===== config.mk =====
export PLATFORM = sky130hd
export DESIGN_NAME = alu_share_ctrl_flat
export DESIGN_NICKNAME = d
export VERILOG_FILES = /design/src/rtl/alu_share_ctrl_if.sv /design/src/rtl/alu_share_ctrl.sv /design/src/flat_wrapper.sv
export SDC_FILE = /design/constraint.sdc
export NUM_CORES = 1
export LEC_CHECK = 0
export ABC_AREA = 1
export CAP_MARGIN = 20
export CORE_ASPECT_RATIO = 2
export CORE_MARGIN = 2
export CORE_UTILIZATION = 30
export CTS_CLUSTER_SIZE = 16
export DETAILED_ROUTE_END_ITERATION = 10
export PLACE_DENSITY = 0.62
export SETUP_SLACK_MARGIN = 0.05
export SKIP_LAST_GASP = 1
export SLEW_MARGIN = 25
export SYNTH_ARGS = -nofsm -noshare
export SYNTH_HDL_FRONTEND = slang
export SYNTH_SLANG_ARGS = --single-unit

===== constraint.sdc =====
create_clock -name clk -period 1.7 [get_ports clk]
set_input_delay 0.51 -clock clk [delete_from_list [all_inputs] [get_ports clk]]
set_output_delay 0.51 -clock clk [all_outputs]
set_load 0.05 [all_outputs]

===== src/rtl/alu_share_ctrl_if.sv =====
// Client-side request/response bundle for the shared ALU controller.
// master = the two clients, slave = the controller.
interface alu_share_ctrl_if #(
    parameter int unsigned WIDTH = 32,
    parameter int unsigned SELW  = 4
);
    logic [1:0]       req_valid;
    logic [1:0]       req_ready;
    logic [WIDTH-1:0] req_a0;
    logic [WIDTH-1:0] req_b0;
    logic [WIDTH-1:0] req_a1;
    logic [WIDTH-1:0] req_b1;
    logic [SELW-1:0]  req_sel0;
    logic [SELW-1:0]  req_sel1;
    logic [1:0]       rsp_valid;
    logic [1:0]       rsp_ready;
    logic [WIDTH-1:0] rsp_res;
    logic             rsp_zf;
    logic             rsp_err;

    modport master (
        output req_valid, req_a0, req_b0, req_a1, req_b1, req_sel0, req_sel1, rsp_ready,
        input  req_ready, rsp_valid, rsp_res, rsp_zf, rsp_err
    );

    modport slave (
        input  req_valid, req_a0, req_b0, req_a1, req_b1, req_sel0, req_sel1, rsp_ready,
        output req_ready, rsp_valid, rsp_res, rsp_zf, rsp_err
    );
endinterface


===== src/rtl/alu_share_ctrl.sv =====
// Round-robin scheduler sharing one combinational ALU between two clients,
// with illegal-op / divide-by-zero screening on the captured result.
module alu_share_ctrl #(
    parameter int unsigned WIDTH = 32,
    parameter int unsigned SELW  = 4
) (
    input  logic             clk,
    input  logic             rst_n,
    alu_share_ctrl_if.slave  bus,
    output logic [WIDTH-1:0] alu_a,
    output logic [WIDTH-1:0] alu_b,
    output logic [SELW-1:0]  alu_sel,
    input  logic [WIDTH-1:0] alu_res,
    input  logic             alu_zf,
    output logic             busy
);
    typedef enum logic [1:0] {IDLE, EXEC, RESP} state_t;

    state_t           state, state_nx;
    logic             winner;
    logic             last_grant;
    logic             gnt;
    logic             accept;
    logic             consume;
    logic             bad_op;
    logic [WIDTH-1:0] op_a, op_b;
    logic [SELW-1:0]  op_sel;
    logic [WIDTH-1:0] res_q;
    logic             zf_q, err_q;

    // Tie goes to whichever client was not served last.
    always_comb begin
        gnt = 1'b0;
        case (bus.req_valid)
            2'b10:   gnt = 1'b1;
            2'b11:   gnt = ~last_grant;
            default: gnt = 1'b0;
        endcase
    end

    always_comb begin
        bad_op = (op_sel == SELW'(4'b0011)) || (op_sel == SELW'(4'b1010)) ||
                 (op_sel == SELW'(4'b1111)) ||
                 ((op_sel == SELW'(4'b1000)) && (op_b == '0));
    end

    always_comb begin
        state_nx      = state;
        accept        = 1'b0;
        consume       = 1'b0;
        bus.req_ready = '0;
        bus.rsp_valid = '0;
        case (state)
            IDLE: begin
                if (|bus.req_valid) begin
                    accept        = 1'b1;
                    bus.req_ready = 2'b01 << gnt;
                    state_nx      = EXEC;
                end
            end
            EXEC: state_nx = RESP;
            RESP: begin
                bus.rsp_valid = 2'b01 << winner;
                if (bus.rsp_ready[winner]) begin
                    consume  = 1'b1;
                    state_nx = IDLE;
                end
            end
            default: state_nx = IDLE;
        endcase
    end

    always_ff @(posedge clk or negedge rst_n) begin
        if (!rst_n) state <= IDLE;
        else        state <= state_nx;
    end

    always_ff @(posedge clk or negedge rst_n) begin
        if (!rst_n) begin
            winner     <= 1'b0;
            last_grant <= 1'b1;
            op_a       <= '0;
            op_b       <= '0;
            op_sel     <= '0;
            res_q      <= '0;
            zf_q       <= 1'b0;
            err_q      <= 1'b0;
        end else begin
            if (accept) begin
                winner <= gnt;
                op_a   <= gnt ? bus.req_a1   : bus.req_a0;
                op_b   <= gnt ? bus.req_b1   : bus.req_b0;
                op_sel <= gnt ? bus.req_sel1 : bus.req_sel0;
            end
            if (state == EXEC) begin
                res_q <= bad_op ? '0   : alu_res;
                zf_q  <= bad_op ? 1'b1 : alu_zf;
                err_q <= bad_op;
            end
            if (consume) last_grant <= winner;
        end
    end

    assign alu_a       = op_a;
    assign alu_b       = op_b;
    assign alu_sel     = op_sel;
    assign bus.rsp_res = res_q;
    assign bus.rsp_zf  = zf_q;
    assign bus.rsp_err = err_q;
    assign busy        = (state != IDLE);
endmodule

===== src/flat_wrapper.sv =====
// flat-port wrapper written by rule: the top's interface ports become plain ports
module alu_share_ctrl_flat 
#(
    parameter int unsigned WIDTH = 32,
    parameter int unsigned SELW  = 4
)
  (clk, rst_n, alu_a, alu_b, alu_sel, alu_res, alu_zf, busy, bus_req_valid, bus_req_a0, bus_req_b0, bus_req_a1, bus_req_b1, bus_req_sel0, bus_req_sel1, bus_rsp_ready, bus_req_ready, bus_rsp_valid, bus_rsp_res, bus_rsp_zf, bus_rsp_err);
  alu_share_ctrl_if #(.WIDTH(WIDTH), .SELW(SELW)) bus_i ();
  input  logic clk;
  input  logic rst_n;
  output logic [WIDTH-1:0] alu_a;
  output logic [WIDTH-1:0] alu_b;
  output logic [SELW-1:0] alu_sel;
  input  logic [WIDTH-1:0] alu_res;
  input  logic alu_zf;
  output logic busy;
  input wire logic [$bits(bus_i.req_valid)-1:0] bus_req_valid;
  input wire logic [$bits(bus_i.req_a0)-1:0] bus_req_a0;
  input wire logic [$bits(bus_i.req_b0)-1:0] bus_req_b0;
  input wire logic [$bits(bus_i.req_a1)-1:0] bus_req_a1;
  input wire logic [$bits(bus_i.req_b1)-1:0] bus_req_b1;
  input wire logic [$bits(bus_i.req_sel0)-1:0] bus_req_sel0;
  input wire logic [$bits(bus_i.req_sel1)-1:0] bus_req_sel1;
  input wire logic [$bits(bus_i.rsp_ready)-1:0] bus_rsp_ready;
  output wire logic [$bits(bus_i.req_ready)-1:0] bus_req_ready;
  output wire logic [$bits(bus_i.rsp_valid)-1:0] bus_rsp_valid;
  output wire logic [$bits(bus_i.rsp_res)-1:0] bus_rsp_res;
  output wire logic [$bits(bus_i.rsp_zf)-1:0] bus_rsp_zf;
  output wire logic [$bits(bus_i.rsp_err)-1:0] bus_rsp_err;
  assign bus_i.req_valid = bus_req_valid;
  assign bus_i.req_a0 = bus_req_a0;
  assign bus_i.req_b0 = bus_req_b0;
  assign bus_i.req_a1 = bus_req_a1;
  assign bus_i.req_b1 = bus_req_b1;
  assign bus_i.req_sel0 = bus_req_sel0;
  assign bus_i.req_sel1 = bus_req_sel1;
  assign bus_i.rsp_ready = bus_rsp_ready;
  assign bus_req_ready = bus_i.req_ready;
  assign bus_rsp_valid = bus_i.rsp_valid;
  assign bus_rsp_res = bus_i.rsp_res;
  assign bus_rsp_zf = bus_i.rsp_zf;
  assign bus_rsp_err = bus_i.rsp_err;
  alu_share_ctrl #(.WIDTH(WIDTH), .SELW(SELW)) u_core (.clk(clk), .rst_n(rst_n), .bus(bus_i), .alu_a(alu_a), .alu_b(alu_b), .alu_sel(alu_sel), .alu_res(alu_res), .alu_zf(alu_zf), .busy(busy));
endmodule

==> results.json <==
{
  "worst-r2r-setup-slack_ns": 0.10,
  "finalPower_mw": 21.5,
  "ioPinCount": 282,
  "cts_tree": "done",
  "final_cells": 1071,
  "avgSynthCellArea_um2": 8.31,
  "final.setup.worst_slack_ns": -0.141,
  "period_share": 1.08,
  "reg2regPathDepth": 9,
  "postPlaceCellArea_um2": 8960,
  "maxCapViolations": 0,
  "insertion_delay_ns": 0.35,
  "area_growth_pct": 97.5,
  "nNetsFinal": 1041,
  "io_buffers": 281,
  "placed_cells": 1047,
  "clock_skew_ns": 0.0141,
  "fin_crit_ns": 1.84,
  "setup-violations-final": 5,
  "min_path_type": "in -> async",
  "viasPerCell": 4.68,
  "post-route-drc-count": 0,
  "firstDrtPassIters": 5,
  "postSynthCellCount": 574,
  "cts_root_buf": "clkbuf_16",
  "wl_um": 18400,
  "fp-row-count": 65,
  "cts_hold_buf": 0,
  "syn_area_um2": 4770,
  "grt_pass1_wl_um": 27900,
  "ys_seq_area_frac": 0.556,
  "pre_cts_slack_ns": -0.330,
  "crit_chain": "nand2_2, nand2_4, nand2_2, inv_2, buf_12",
  "die_h_um": 182,
  "synth_nets": 749,
  "crit_fanout": 3,
  "startpoint_type": "register",
  "die_area_um2": 17000,
  "synth_warnings": 0,
  "maxSlewHeadroom": 0.591,
  "crit_top_cell": "nand2_2",
  "critical_path.top_delay_family": "flip-flops",
  "core_area_um2": 15700,
  "clock_path_buffers": 2,
  "arrival_ns": 1.33,
  "num_vias": 5013,
  "diodes": 0,
  "place.gp.congestion": 0.916,
  "hold_violations": 0,
  "fin_area_um2": 9420,
  "violations": "setup timing",
  "status": "finished with violations",
  "ir_worst_vdd_mv": 1.08,
  "crit_required_ns": 1.19,
  "rr_startpoint": "u_core.state[1]$_DFFE_PN0P_",
  "max_stage_delay_ns": 0.57,
  "start_util": 0.304,
  "crit_path_start": "u_core.last_grant$_DFFE_PN1P_",
  "gr-total-overflow": 0,
  "cts_made_buffers": 9,
  "synth.distinct_cells": 27,
  "critical_path.slowest_cell": "dfstp_2",
  "seq_area_um2": 2650,
  "finalSetupTns_ns": -0.452,
  "ys_ff_latch": 106,
  "worst_setup_path_end_kind": "primary output",
  "grt_pass1_vias": 5290,
  "leakagePower_nw": 4.29,
  "slew_viol_final": 0,
  "num-fill-cells": 1294,
  "ys_top_cells_by_area": "dfrtp_1 55%, nand2_1 20%, nand3_1 8.0%, nor2_1 2.8%, nand3_2 2.3%",
  "drive_above_1_share": 0.218,
  "synth_top_area_cell": "dfrtp_1",
  "clk_pin_slew_ns": 0.08,
  "critPathBufInv": 2,
  "antenna_found_initial": 0,
  "timing.fmax_mhz": 543,
  "wl_per_cell_um": 17.2,
  "place_hpwl_um": 14000,
  "multiInputGateArea_um2": 1910,
  "grt_usage": 0.213,
  "dr.first_iter.drc_count": 223,
  "die_x_um": 93.2,
  "worst_pin_slew_ns": 0.613,
  "synth_top_area_frac": 0.551,
  "grt_start_max_net_pins": 107,
  "power_density_nw_per_um2": 2290,
  "clock-sinks": 106,
  "ant_nets": 0,
  "path_class": "reg -> out",
  "rsz0062_at_grt": "yes",
  "fin_util": 0.600,
  "reg2reg_to": "u_core.bus.rsp_res[1]$_DFFE_PN0N_",
  "htreeDepth": 3,
  "worst_hold_slack_ns": 0.203
}
## where the power goes
part,switching (mW),internal [mW],leakage [nW],total (mW)
Combinational,7.58,6.64,2.86,14.2
Clock,0.983,1.01,0.134,1.99
Sequential,1.54,3.80,1.29,5.33
Total,10.1,11.4,4.29,21.5
## layout make-up
cell class | instances | share of cell area
repair buffers | 311 | 0.452
flip-flops and latches | 106 | 0.282
multi-input cells | 418 | 0.202
well taps | 201 | 0.0267
clock buffers | 9 | 0.0239
inverters | 20 | 0.00797
clock inverters | 6 | 0.00531
## worst max-delay path by stage
| stage | slack, ns | depth (start not counted) | to |
|---|---|---|---|
| final | -0.14 | 5 | bus_req_ready[0] |
| after global routing | -0.20 | 6 | bus_req_ready[0] |
| after CTS | -0.19 | 5 | bus_req_ready[0] |
| after detailed placement | -0.33 | 6 | bus_req_ready[0] |
| after global placement | -0.34 | 6 | bus_req_ready[0] |
| after floorplan | -0.03 | 4 | bus_rsp_valid[0] |
## metal layers
layer	GRT usage	share of wire	vias to the layer above
li1	-	-	2410
met1	0.222	0.33	2368
met2	0.402	0.57	198
met3	0.0450	0.053	37
met4	0.0876	0.038	0
met5	0	0	-
## sequential cells by signal (all words and copies together), names as in the netlist
register            flops
u_core.alu_a           32
u_core.alu_b           32
u_core.alu_sel          4
u_core.bus.rsp_err      1
u_core.bus.rsp_res     32
u_core.bus.rsp_zf       1
u_core.last_grant       1
u_core.state            2
u_core.winner           1
## Yosys cell counts (all sizes together)
library cell,instances
nand3,87
buf,22
nand4,1
dfrtp,105
o211ai,7
nor2,38
o21ai,19
dfstp,1
a21oi,2
o22ai,3
clkinv,1
nand2,257
inv,19
a21boi,1
or2,1
nor3,1
clkbuf,8
o21bai,1
## layout by cell type (no fill, tap or decap)
cell type,netlist,layout
clkdlybuf4s50_1,0,171
clkinv_1,1,1
nor3_2,0,1
a21boi_4,1,1
clkinv_2,0,1
clkinv_4,0,2
a21oi_2,1,1
inv_6,0,1
o21ai_0,19,19
clkinvlp_4,0,1
nand2_2,3,4
dlygate4sd2_1,0,2
clkbuf_16,0,12
nand3_2,11,11
nand3_1,76,76
nand4_1,1,1
nand2_1,254,251
inv_1,13,12
dfstp_2,1,1
o21bai_1,1,1
inv_8,0,1
o22ai_1,3,3
a21oi_4,1,1
nand2_4,0,2
nor2_1,36,31
dfrtp_1,105,105
nor2_2,1,2
nor2_4,1,5
inv_2,6,7
o211ai_1,7,7
buf_12,0,115
buf_4,2,20
or2_2,1,1
## cell families after synthesis
| logic type | after synthesis | share of synthesized area |
|---|---|---|
| AO/OA/AOI/OAI | 33 | 0.0456 |
| buffers and inverters | 50 | 0.0556 |
| flip-flops | 106 | 0.556 |
| AND/OR/NAND/NOR | 385 | 0.342 |
## repair_timing
| action | in CTS | in global routing |
|---|---|---|
| gates resized for setup | 12 | 4 |
| gates cloned | 0 | 3 |
| setup endpoints to repair | 5 | 54 |
| pin swaps | 5 | 2 |
| hold endpoints to repair | 0 | 0 |
| buffers inserted | 4 | 3 |
Note: power is estimated with default switching activity, not from simulation.
